==> config.mk <==
export PLATFORM = sky130hd
export DESIGN_NAME = alu_share_arbiter
export DESIGN_NICKNAME = d
export VERILOG_FILES = /design/src/rtl/alu_share_arbiter.sv
export SDC_FILE = /design/constraint.sdc
export NUM_CORES = 1
export LEC_CHECK = 0
export CAP_MARGIN = 15
export CELL_PAD_IN_SITES_DETAIL_PLACEMENT = 0
export CELL_PAD_IN_SITES_GLOBAL_PLACEMENT = 1
export CORE_ASPECT_RATIO = 0.7
export CORE_UTILIZATION = 26
export CTS_CLUSTER_SIZE = 40
export DETAILED_ROUTE_END_ITERATION = 10
export HOLD_SLACK_MARGIN = 0.06
export PLACE_DENSITY_LB_ADDON = 0.1
export SETUP_SLACK_MARGIN = 0.05
export SLEW_MARGIN = 20
export SYNTH_ARGS = -nofsm -noshare
export SYNTH_HDL_FRONTEND = slang
export SYNTH_SLANG_ARGS = --single-unit
==> constraint.sdc <==
create_clock -name clk -period 1.4 [get_ports clk]
set_input_delay 0.21 -clock clk [delete_from_list [all_inputs] [get_ports clk]]
set_output_delay 0.21 -clock clk [all_outputs]
set_load 0.005 [all_outputs]
==> src/rtl/alu_share_arbiter.sv <==
// Round-robin share of one combinational ALU between two valid/ready requesters.
// One operation in flight: IDLE (arbitrate/latch) -> EXEC (ALU drive) -> RESP (hold result).
module alu_share_arbiter #(
  parameter int WIDTH = 4
) (
  input  logic             clk,
  input  logic             rst_n,
  input  logic             req0_valid,
  output logic             req0_ready,
  input  logic [WIDTH:0]   req0_a,
  input  logic [WIDTH:0]   req0_b,
  input  logic [3:0]       req0_op,
  input  logic             req1_valid,
  output logic             req1_ready,
  input  logic [WIDTH:0]   req1_a,
  input  logic [WIDTH:0]   req1_b,
  input  logic [3:0]       req1_op,
  output logic [WIDTH:0]   alu_a,
  output logic [WIDTH:0]   alu_b,
  output logic [3:0]       alu_control,
  input  logic [WIDTH+1:0] alu_result,
  input  logic             alu_zero,
  input  logic             alu_carry,
  input  logic             alu_overflow,
  output logic             rsp_valid,
  input  logic             rsp_ready,
  output logic             rsp_id,
  output logic [WIDTH+1:0] rsp_result,
  output logic             rsp_zero,
  output logic             rsp_carry,
  output logic             rsp_overflow
);

  typedef enum logic [1:0] {IDLE, EXEC, RESP} state_t;

  typedef struct packed {
    logic [WIDTH:0] a;
    logic [WIDTH:0] b;
    logic [3:0]     op;
  } op_t;

  typedef struct packed {
    logic             id;
    logic [WIDTH+1:0] result;
    logic             zero;
    logic             carry;
    logic             overflow;
  } rsp_t;

  state_t state_q, state_d;
  logic   last_grant_q, last_grant_d;
  logic   id_q, id_d;
  op_t    op_q, op_d;
  rsp_t   rsp_q, rsp_d;
  logic   rsp_valid_q, rsp_valid_d;
  logic   grant0, grant1;

  // last_grant==1 means port 0 has priority on the next contention.
  always_comb begin
    grant0 = 1'b0;
    grant1 = 1'b0;
    if (state_q == IDLE) begin
      grant0 = req0_valid & (~req1_valid | last_grant_q);
      grant1 = req1_valid & ~grant0;
    end
  end

  always_comb begin
    state_d      = state_q;
    last_grant_d = last_grant_q;
    id_d         = id_q;
    op_d         = op_q;
    rsp_d        = rsp_q;
    rsp_valid_d  = rsp_valid_q;
    case (state_q)
      IDLE: begin
        if (grant0 | grant1) begin
          op_d         = grant1 ? '{a: req1_a, b: req1_b, op: req1_op}
                                : '{a: req0_a, b: req0_b, op: req0_op};
          id_d         = grant1;
          last_grant_d = grant1;
          state_d      = EXEC;
        end
      end
      EXEC: begin
        rsp_d       = '{id: id_q, result: alu_result, zero: alu_zero,
                        carry: alu_carry, overflow: alu_overflow};
        rsp_valid_d = 1'b1;
        state_d     = RESP;
      end
      RESP: begin
        if (rsp_ready) begin
          rsp_valid_d = 1'b0;
          state_d     = IDLE;
        end
      end
      default: state_d = IDLE;
    endcase
  end

  always_ff @(posedge clk or negedge rst_n) begin
    if (!rst_n) begin
      state_q      <= IDLE;
      last_grant_q <= 1'b1;
      id_q         <= 1'b0;
      op_q         <= '0;
      rsp_q        <= '0;
      rsp_valid_q  <= 1'b0;
    end else begin
      state_q      <= state_d;
      last_grant_q <= last_grant_d;
      id_q         <= id_d;
      op_q         <= op_d;
      rsp_q        <= rsp_d;
      rsp_valid_q  <= rsp_valid_d;
    end
  end

  assign req0_ready   = grant0;
  assign req1_ready   = grant1;
  assign alu_a        = op_q.a;
  assign alu_b        = op_q.b;
  assign alu_control  = op_q.op;
  assign rsp_valid    = rsp_valid_q;
  assign rsp_id       = rsp_q.id;
  assign rsp_result   = rsp_q.result;
  assign rsp_zero     = rsp_q.zero;
  assign rsp_carry    = rsp_q.carry;
  assign rsp_overflow = rsp_q.overflow;

endmodule

After elaboration in Yosys (flattened, before gate mapping)
Index checks and enable logic that the tools add are counted.

cells by class
  equality and inequality tests = 4
  mux-type cells = 8
  bitwise operators = 6
  reductions and logical operators = 5

operator list
  operator              count
  $mux W14              1
  $pmux W2 S3           1
  $reduce_and A2 Y1     3
  $mux W2               2
  $mux W1               3
  $and A1 B1 Y1         2
  $eq A2 B1 Y1 const B  1
  $eq A2 B2 Y1 const B  1
  $logic_not A2 Y1      1
  $ne A2 B1 Y1 const B  1
  $ne A2 B2 Y1 const B  1
  $not A1 Y1            2
  $or A1 B1 Y1          2
  $pmux W1 S2           1
  $reduce_bool A2 Y1    1

storage, ports and cells
  bits in registers = 29
  bits of input ports = 42
  output and inout bits = 27

Logic depth before layout (Yosys ltp)
  depth in word-level cells = 9
  gate-level depth with buffers = 5
  mapped depth without buffers = 3

Least setup slack after synthesis
OpenSTA, ideal clock, no wires.

  kind = register -> register
  start = reg state_q[0]
  end = reg op_q, in the netlist alu_a[0]
  data arrival time = 1.269 ns
  path slack = 0.005 ns
  cell stages (with the launch flop) = 5
  buffers on the path = 1
  cells stage by stage = dfrtp_1 nor3b_4 nand2_4 buf_6 a221o_1

between the ends
  longest elaborated chain between the ends = 4

ends and longest elaborated chain
  what                                RTL line  text
  start, declared                     50        state_t state_q, state_d;
  start signal, assigned              110       state_q <= state_d;
  $logic_not A2 Y1 *                  62, 75
  $mux W1                             62        if (state_q == IDLE) begin
  $or A1 B1 Y1                        77        if (grant0 | grant1) begin
  $reduce_and A2 Y1 (no source line)  -
  end signal, assigned                113       op_q <= op_d;
  end, declared                       53        op_t op_q, op_d;

Every way passes the cells marked *; elsewhere a longest branch is shown, timed or not.
A chain may end at the register's enable or synchronous reset.

Final worst setup path
  start = reg state_q[1]
  end = out req1_ready

between the ends
  longest elaborated chain between the ends = 2

ends and longest elaborated chain
  what              RTL line  text
  $logic_not A2 Y1  62
  $mux W1           62
  end, declared     14        output logic req1_ready,

Every way passes these cells.

==> metrics.yaml <==
synth_cells: 110
n_antenna_cell: 0
criticalPathCategory: "reg -> out"
dieArea_um2: 5490
fin_ws_ps: -88.6
coreArea_um2: 4890
cts_tree: "yes"
r2r_cells: 6
wirelength_um: 4370
final-max-slew-violation-count: 0
ys_seq_area_share_pct: 53.8
via_per_inst: 4.61
drt_iter0_markers: 45
drc: 0
startpoint_type: "flop"
r2r_start: "state_q[1]"
syn_area_per_cell_um2: 12.3
cts.sinks: 29
grt_overflow_total: 0
finalSetupViolations: 16
clk_pin_slew_ps: 60
drt_first_pass_iters: 4
final_hold_viol_count: 0
dp_cells: 253
place_congestion: 0.684
rsz0062_at_grt: "yes"
fin_crit_ps: 1490
synthToLayoutAreaGrowth_pct: 97.2
crit_required_ps: 1190
grt_max_degree: 30
io_pins: 69
wl_per_cell_um: 15.7
vias: 1285
clk-insertion-delay-late_ps: 280
ctsHoldBuffers: 0
final_cell_count_no_fill: 279
drtAntennaViolNets: 0
clk_path_buf_depth: 2
cts_buffers: 5
grt_pass1_vias: 1385
io_buffers: 68
drive_gt1_share_pct: 36.2
cp_slowest_cell: "dfrtp_2"
synth_nets: 152
antenna_found_initial: 0
critPathMaxStageDelay_ps: 420
wl_met1_um: 1920
met2_length_um: 2140
synth-seq-cells: 29
wl_met3_um: 248
cap_violations: 0
chipHeight_um: 62.3
power.density_nw_per_um2: 2080
fmax_ghz: 0.672
dp_hpwl_um: 2820
cp-end-kind: "output pin"
min_path_type: "in -> async"
worstPathArrival_ps: 1280
pre_cts_ws_ps: -401
cts.htree.levels: 2
ys_warn_count: 0
final_nets: 251
cts_root_buf: "clkbuf_8"
p_total_mw: 5.55
ys_types: 21
start_util_pct: 27.6
finalClockSkew_ps: 3.97
timing.setup.tns_ps: -969
critPathMaxFanout: 2
critical_path.most_common_cell: "buf_6"
power_leakage_nw: 1.32
status: "complete, but fails checks"
relSlewSlack_pct: 85.3
highest_layer: "met4"
grt_use_total_pct: 16.7
critPathLaunch: "state_q[1]"
dieWidth_um: 88.1
rows: 21
netlist_area_um2: 1350
path_cells: "buf_6 > nor3b_4 > nand2_4 > inv_2 > buf_6"
grt_pass1_wl_um: 6760
violations: "setup timing"
period_share_pct: 106
worstMarginPinSlew_ps: 221
peakVddDrop_uv: 669
flip-flops by register name, summed over array words and instances, names as in the netlist:
| register | flops |
|---|---|
| rsp_valid | 1 |
| rsp_id | 1 |
| rsp_overflow | 1 |
| alu_control | 4 |
| rsp_zero | 1 |
| id_q | 1 |
| state_q | 2 |
| rsp_result | 6 |
| alu_b | 5 |
| alu_a | 5 |
| last_grant_q | 1 |
| rsp_carry | 1 |
cell usage after synthesis:
master	count	share of area, %
buf_6	2	1.7
and3_1	15	7.0
nor2_1	4	1.1
dfrtp_1	28	52
nand2_4	1	0.83
nor3b_1	15	8.3
or2_1	1	0.46
a221o_1	14	10
o21ai_1	1	0.37
o22a_1	1	0.65
clkbuf_1	1	0.28
or2_2	1	0.46
mux2_2	10	8.3
nor3b_4	1	1.4
nand2b_1	1	0.46
buf_2	5	1.9
a21oi_1	2	0.74
nand2_1	2	0.56
nor2b_1	1	0.46
dfstp_2	1	1.9
inv_1	3	0.83
stage by stage:
step	hold WS (ps)	util, %	instance area, um2
3_3_place_gp	485	45.0	2200
4_1_cts	290	51.1	2500
6_report	290	54.5	2660
3_5_place_dp	491	45.0	2200
2_1_floorplan	-85.6	-	1350
5_1_grt	287	54.5	2660
final cells by class:
class	count	area, um2
sequential	29	728
fill	435	2220
tap	69	86.3
clock inverter	1	30.0
clock buffer	7	86.3
inverter	3	11.3
multi-input combinational	70	704
timing repair buffer	100	1020
final timing paths:
kind	end	slack, ps
max in group asynchronous	last_grant_q	870
worst max-delay path	req1_ready	-90
worst min-delay path	rsp_overflow	290
worst max register to register	alu_control[2]	-90
min in group clk	rsp_result[4]	500
worst min register to register	rsp_result[4]	500
cell usage in the layout, fill, tap and decap left out, types with 3 or more instances in the layout:
cell type	n
dlygate4sd2_1	13
dfrtp_1	27
a221o_1	14
and3_1	14
buf_4	20
mux2_4	10
clkbuf_8	6
clkdlybuf4s50_1	41
nor2_1	3
dlymetal6s2s_1	12
buf_6	11
nor3b_2	13
logic make-up (layout without fill, tap and decap cells):
kind of cell / count (synthesis) / in the layout / synth area share (%)
buffers and inverters: 11 / 111 / 4.63
flip-flops: 29 / 29 / 53.8
AND/OR/NAND/NOR: 42 / 42 / 21.0
multiplexers: 10 / 10 / 8.34
AO/OA/AOI/OAI: 18 / 18 / 12.1
metal layers:
layer	vias to the layer above	GRT usage, %
li1	607	-
met1	619	20.2
met2	52	27.4
met3	7	4.52
met4	0	7.86
met5	-	0
power by group:
part / switching (mW) / total (mW) / internal, mW / leakage (nW)
clock: 0.310 / 0.889 / 0.579 / 0.0585
combinational: 1.16 / 3.14 / 1.98 / 0.923
sequential: 0.232 / 1.52 / 1.29 / 0.342
timing repair:
item                                    4_1_cts  5_1_grt
endpoints found under the setup margin       42       39
buffers inserted                             13        4
gates cloned                                  1        1
gates resized for setup                      42       38
pin swaps                                    11        8
critical path, delay by kind of cell (launching register included):
kind	cells	cell delay [ps]
DFF	1	420
and+or+nand+nor	2	320
buffers and inverters	3	250
No activity file was read; power rests on OpenSTA's default activity.
